## config.mk

```make
export PLATFORM = sky130hd
export DESIGN_NAME = restador_serie
export DESIGN_NICKNAME = d
export VERILOG_FILES = /design/src/rtl/restador_serie_pkg.sv /design/src/rtl/restador_serie_celda_resta.sv /design/src/rtl/restador_serie.sv
export SDC_FILE = /design/constraint.sdc
export NUM_CORES = 1
export LEC_CHECK = 0
export ABC_AREA = 1
export ABC_CLOCK_PERIOD_IN_PS = 1440
export CELL_PAD_IN_SITES_DETAIL_PLACEMENT = 1
export CELL_PAD_IN_SITES_GLOBAL_PLACEMENT = 1
export CORE_ASPECT_RATIO = 0.9
export CORE_MARGIN = 1
export CORE_UTILIZATION = 38
export CTS_CLUSTER_SIZE = 14
export DETAILED_ROUTE_END_ITERATION = 6
export PLACE_DENSITY = 0.85
export SYNTH_ARGS = -nofsm -noshare
export SYNTH_HDL_FRONTEND = slang
export SYNTH_HIERARCHICAL = 1
export SYNTH_SLANG_ARGS = --single-unit
```

## constraint.sdc

```tcl
create_clock -name clk -period 1.44 [get_ports clk]
set_input_delay 0.36 -clock clk [delete_from_list [all_inputs] [get_ports clk]]
set_output_delay 0.36 -clock clk [all_outputs]
set_load 0.02 [all_outputs]
```

## src/rtl/restador_serie_pkg.sv

```systemverilog
// Shared definitions for the bit-serial subtractor: FSM encoding, default width
// and the counter-width helper.
package restador_serie_pkg;

    localparam int unsigned WIDTH_DEF = 8;

    typedef enum logic [1:0] {
        ST_IDLE  = 2'd0,
        ST_SHIFT = 2'd1,
        ST_DONE  = 2'd2
    } state_t;

    // Counter holds 0..WIDTH, hence one bit beyond ceil(log2(WIDTH)).
    function automatic int unsigned cnt_bits(input int unsigned w);
        return int'($clog2(w)) + 1;
    endfunction

endpackage

```

## src/rtl/restador_serie_celda_resta.sv

```systemverilog
// One-bit full subtractor cell: d = x - y - bin, bout is the borrow-out.
module celda_resta (
    input  logic x,
    input  logic y,
    input  logic bin,
    output logic d,
    output logic bout
);

    logic w_xor;

    assign w_xor = x ^ y;
    assign d     = w_xor ^ bin;
    assign bout  = (~x & y) | (~w_xor & bin);

endmodule

```

## src/rtl/restador_serie.sv

```systemverilog
// Bit-serial LSB-first subtractor: diff = a - b mod 2^WIDTH plus final borrow.
// Define RESTADOR_SERIE_OVF_EN to add the signed-overflow output ovf.
module restador_serie
    import restador_serie_pkg::*;
#(
    parameter int unsigned WIDTH = WIDTH_DEF
) (
    input  logic             clk,
    input  logic             rst,
    input  logic             start,
    input  logic [WIDTH-1:0] a,
    input  logic [WIDTH-1:0] b,
    output logic             busy,
    output logic             done,
    output logic [WIDTH-1:0] diff,
    output logic             borrow
`ifdef RESTADOR_SERIE_OVF_EN
    ,
    output logic             ovf
`endif
);

    localparam int unsigned CNT_W = cnt_bits(WIDTH);

    state_t           r_state;
    state_t           w_state_nxt;

    logic [WIDTH-1:0] r_a;
    logic [WIDTH-1:0] r_b;
    logic [WIDTH-1:0] r_res;
    logic             r_bin;
    logic [CNT_W-1:0] r_cnt;

    logic             r_busy;
    logic             r_done;
    logic [WIDTH-1:0] r_diff;
    logic             r_borrow;

    logic             w_load;
    logic             w_step;
    logic             w_last;
    logic             w_d;
    logic             w_bout;

    celda_resta u_celda (
        .x    (r_a[0]),
        .y    (r_b[0]),
        .bin  (r_bin),
        .d    (w_d),
        .bout (w_bout)
    );

    // Next-state and datapath strobes.
    always_comb begin
        w_state_nxt = r_state;
        w_load      = 1'b0;
        w_step      = 1'b0;
        w_last      = 1'b0;
        case (r_state)
            ST_IDLE: begin
                if (start) begin
                    w_load      = 1'b1;
                    w_state_nxt = ST_SHIFT;
                end
            end
            ST_SHIFT: begin
                w_step = 1'b1;
                if (r_cnt == CNT_W'(WIDTH - 1)) begin
                    w_last      = 1'b1;
                    w_state_nxt = ST_DONE;
                end
            end
            ST_DONE: begin
                w_state_nxt = ST_IDLE;
            end
            default: begin
                w_state_nxt = ST_IDLE;
            end
        endcase
    end

    always_ff @(posedge clk) begin
        if (rst) begin
            r_state <= ST_IDLE;
        end else begin
            r_state <= w_state_nxt;
        end
    end

    // Status flags registered from the next state so they align with it.
    always_ff @(posedge clk) begin
        if (rst) begin
            r_busy <= 1'b0;
            r_done <= 1'b0;
        end else begin
            r_busy <= (w_state_nxt == ST_SHIFT);
            r_done <= (w_state_nxt == ST_DONE);
        end
    end

    // Operand shift registers, partial result, running borrow and bit counter.
    always_ff @(posedge clk) begin
        if (rst) begin
            r_a   <= '0;
            r_b   <= '0;
            r_res <= '0;
            r_bin <= 1'b0;
            r_cnt <= '0;
        end else if (w_load) begin
            r_a   <= a;
            r_b   <= b;
            r_bin <= 1'b0;
            r_cnt <= '0;
        end else if (w_step) begin
            r_res <= {w_d, r_res[WIDTH-1:1]};
            r_a   <= r_a >> 1;
            r_b   <= r_b >> 1;
            r_bin <= w_bout;
            r_cnt <= r_cnt + CNT_W'(1);
        end
    end

    // Published result changes only on the final bit.
    always_ff @(posedge clk) begin
        if (rst) begin
            r_diff   <= '0;
            r_borrow <= 1'b0;
        end else if (w_last) begin
            r_diff   <= {w_d, r_res[WIDTH-1:1]};
            r_borrow <= w_bout;
        end
    end

`ifdef RESTADOR_SERIE_OVF_EN
    logic r_a_msb;
    logic r_b_msb;
    logic r_ovf;

    // Operand sign bits are lost to shifting, so capture them at load.
    always_ff @(posedge clk) begin
        if (rst) begin
            r_a_msb <= 1'b0;
            r_b_msb <= 1'b0;
            r_ovf   <= 1'b0;
        end else begin
            if (w_load) begin
                r_a_msb <= a[WIDTH-1];
                r_b_msb <= b[WIDTH-1];
            end
            if (w_last) begin
                r_ovf <= (r_a_msb != r_b_msb) && (w_d != r_a_msb);
            end
        end
    end

    assign ovf = r_ovf;
`endif

    assign busy   = r_busy;
    assign done   = r_done;
    assign diff   = r_diff;
    assign borrow = r_borrow;

endmodule

```

Word level (Yosys, flattened, before mapping)

Index checks and enable logic that the tools add are counted.

$add $sub $neg: 1
Eq/ne operators: 4
Multiplexer cells: 12
Bitwise gates (word level): 8
Reductions and logical operators: 4

Operators with widths:

| cell                                          | number |
|---|---|
| two-way mux 8 bit                             | 4 |
| two-way mux 1 bit                             | 5 |
| adder 4 x 1 -> 4 bit, second input constant   | 1 |
| == test 2 x 1 -> 1 bit, second input constant | 2 |
| == test 4 x 3 -> 1 bit, second input constant | 1 |
| two-way mux 2 bit                             | 2 |
| one-hot mux 2 bit (2 select lines)            | 1 |
| inverter 1 bit                                | 3 |
| bitwise AND 1 bit                             | 2 |
| == test 2 bit, second input constant          | 1 |
| logical NOT 2 bit                             | 1 |
| AND reduction 2 bit                           | 1 |
| nonzero test 2 bit                            | 1 |
| OR reduction 2 bit                            | 1 |
| bitwise XOR 1 bit                             | 2 |
| OR 1 bit                                      | 1 |

Register bits after elaboration: 42
Word-level logic and storage cells: 39

Longest topological paths before layout

Depth in word-level cells: 4
Gate-level depth with buffers: 7

Cells and area by module

The synthesis kept the hierarchy.

Modules (own cells, without submodules):

| module         | instances | cells an instance | area each (um^2) | seq. area each (um^2) |
|---|---|---|---|---|
| restador_serie | 1         | 227               | 1793.0           | 820.8 |
| celda_resta    | 1         | 4                 | 31.3             | 0.0 |

Least setup slack after synthesis

No wires, ideal clock.

Kind: in2reg
Start point: input start
End point: register r_a[1]
Setup time: 0.123 ns
Arrival: 1.022 ns
Required time: 1.317 ns
Path slack: 0.295 ns
Stages: 5
Cells stage by stage: buf_2 clkbuf_1 nand3b_1 nand2_1 a21oi_2

Word-level cells in the longest chain between the ends: 3
Elaborated cells between the ends (all ways): 4

RTL lines:

| what                                                           | RTL line              | RTL |
|---|---|---|
| start: declaration                                             | restador_serie.sv:10  | `input logic start,` |
| two-way mux 1 bit *                                            | restador_serie.sv:61  | `if (start) begin` |
| two-way mux 1 bit *                                            | restador_serie.sv:59  | `case (r_state)` |
| two-way mux 8 bit / nonzero test 2 bit (equally long branches) | -                     |  |
| end signal: assignment                                         | restador_serie.sv:116 | `r_a <= r_a >> 1;` |
| end: declaration                                               | restador_serie.sv:28  | `logic [WIDTH-1:0] r_a;` |

Every way passes the cells marked *; elsewhere a longest branch is shown, timed or not.
A chain may end at the register's enable or synchronous reset.

Worst setup path after layout

Start point: register r_diff[7] (netlist: diff[7])
End point: output diff[7]

RTL lines:

| what                     | RTL line              | RTL |
|---|---|---|
| start: declaration       | restador_serie.sv:36  | `logic [WIDTH-1:0] r_diff;` |
| start signal: assignment | restador_serie.sv:129 | `r_diff <= {w_d, r_res[WIDTH-1:1]};` |
| end: declaration         | restador_serie.sv:15  | `output logic [WIDTH-1:0] diff,` |

No word-level cell between the ends.

==> results.yml <==
setup_path:
  cpLargestDelayFamily: "flip-flops"
  critPathBufInv: 1
  worstPathCellList: "clkdlybuf4s15_1"
  critPathMaxStageDelay_ns: 0.38
  cp-start-kind: "register"
  worstPathArrival_ns: 1.01
  crit_required_ns: 1.08
  cpMaxStageDelayCell: "dfxtp_1"
  reg2reg_setup_slack_ns: 0.11
  critPathKind: "register to output pin"
  end_kind: "output pin"
  crit_fanout: 2
clocking:
  worstSkewPairLatency_ns: 0.30
  clkTransAtPathRegs_ns: 0.09
  clockRootBuffer: "clkbuf_8"
  h-tree-depth: 2
  cts.sinks: 41
  cts_tree: "built"
  cts_buffer_depth: 2
  cts_buffers: 5
timing:
  drv_slew: 0
  tightest_slew_ns: 0.262
  period_minus_slack_ns: 1.37
  max_freq_mhz: 729
  relSlewSlack_pct: 82.4
  fin_worst_skew_ns: 0.0132
  hold_ws_ns: 0.471
  setup_viol: 0
  hold_violations: 0
  fin_crit_sh_pct: 95.3
synthesis:
  avgSynthCellArea_um2: 7.90
  synthDistinctLibCells: 22
  syn-cell-area_um2: 1820
  synth_cells: 231
  ys_seq_area_share_pct: 45.0
  ys_ff_latch: 41
  syn_nets: 252
  synth_warnings: 6
drt:
  vias_per_cell: 5.13
  antenna_left: 0
  route.final.wire_length_um: 5120
  via_count: 1709
  drt_first_pass_iters: 4
  first_iter_violations: 89
  wl_per_cell_um: 15.4
  remaining_drc_errors: 0
cells_and_area:
  area_growth_pct: 29.2
  fillers: 562
  num_antenna_cells: 0
  drive_gt1_share_pct: 16.6
  fin_nets: 291
global_route:
  track_usage_pct: 22.8
  grt_overflow: 0
  grt_max_degree: 19
  grt_pass1_vias: 1728
  grt_pass1_wl_um: 8290
  antenna_found_initial: 0
die:
  die_h_um: 67.7
  dieArea_um2: 5080
  pin_count: 30
  initial_utilization_pct: 40.4
  core_um2: 4520
  rows: 23
  fp.dieW_um: 75.0
outcome:
  status: "complete, no violations"
placed_design:
  detailed_place_hpwl_um: 3260
  numPortBuffers: 29
  gp_congestion: 0.804
pwr:
  ir_drop_uv: 515
  p_total_w: 0.00255
  power_leakage_nw: 0.974
  p_per_area_nw_per_um2: 1080
worst_hold_path:
  hp-class: "register to register"
job:
  drv_cap: 0
-- cell type report --
class                           instances  area (um^2)  share of cell area [%]
Multi-Input combinational cell        158          841                    35.7
Sequential cell                        41          823                    34.9
Timing Repair Buffer                   44          415                    17.6
Clock buffer                            6         82.6                    3.50
Inverter                               20         80.1                    3.40
Tap cell                               62         77.6                    3.29
Clock inverter                          2         37.5                    1.59
-- metrics by stage --
| stage | util (%) | std cells | area [um^2] | worst slack [ns] | TNS, ns |
|---|---|---|---|---|---|
| detailed placement | 49.3 | 323 | 2230 | -0.154 | -2.77 |
| global route | 52.2 | 333 | 2360 | -0.00171 | -0.00171 |
| finish | 52.2 | 333 | 2360 | 0.0681 | 0 |
| floorplan | - | 231 | 1820 | 0.295 | 0 |
| CTS | 51.6 | 331 | 2330 | 0.0284 | 0 |
| global placement | 49.3 | 323 | 2230 | -0.0978 | -1.85 |
-- per-layer routing --
metal  vias up  track usage, %  part of all wire [%]
li1        832               -                     -
met3         8            4.63                   3.1
met5         -               0                     0
met2        32            38.5                    50
met1       837            27.6                    45
met4         0            10.8                   1.9
-- cells in the mapped netlist (all sizes together) --
master / count / area share, %
a211oi: 1 / 0.41
a21oi: 26 / 8.8
buf: 11 / 4.6
clkbuf: 1 / 0.21
dfxtp: 41 / 45
fa: 1 / 1.1
ha: 1 / 0.69
inv: 20 / 4.3
nand2: 61 / 14
nand3: 23 / 6.3
nand3b: 12 / 4.9
nor2: 14 / 4.1
nor3b: 1 / 0.41
o21ai: 18 / 5.6
-- layout by cell type, fill, tap and decap left out --
cell type        count
buf_4               13
clkinv_4             1
nand2_1             55
clkbuf_8             6
o21ai_0             15
dfxtp_2              2
o21ai_1              2
a211oi_1             1
nand2_4              1
a21oi_1             18
o21ai_4              1
clkdlybuf4s15_1      1
ha_2                 1
nand2_2              5
dlygate4sd2_1       10
nand3_1             23
dfxtp_1             39
fa_1                 1
clkdlybuf4s50_1     18
buf_12               2
clkinvlp_4           1
nor2_4               3
nor2_1              11
bufinv_16            1
nor3b_1              1
inv_1               19
a21oi_2              8
nand3b_1            12
-- cell families after synthesis --
| group | share of synthesized area, % |
|---|---|
| compound gates | 14.7 |
| flops | 45.0 |
| simple gates | 29.4 |
| buf+inv | 9.05 |
| fa+ha+maj | 1.78 |
-- worst paths after layout --
check	startpoint	to	cells after the start
min reg2reg	r_res[3]	r_res[3]	2
min	r_res[3]	r_res[3]	2
max reg2reg	r_cnt[0]	diff[1]	5
max	diff[7]	diff[7]	1
-- sequential cells by signal, indices dropped and copies added, names as in the netlist --
signal	cells
borrow	1
r_a	8
r_state	2
done	1
r_cnt	4
r_b	8
diff	8
r_res	7
busy	1
r_bin	1
-- timing repair --
action                                  in CTS  in global routing
resized for setup                           11                  7
hold buffers                                 0                  0
endpoints found under the setup margin      11                  9
setup buffers                                0                  2
pin swaps                                    0                  1
-- power by group --
| part | switching [W] | total [W] | internal (W) |
|---|---|---|---|
| clock | 0.000428 | 0.000992 | 0.000564 |
| combinational | 0.000181 | 0.000332 | 0.000152 |
| sequential | 0.0000331 | 0.00122 | 0.00119 |
| total | 0.000642 | 0.00255 | 0.00190 |
Note: power is estimated with default switching activity, not from simulation.
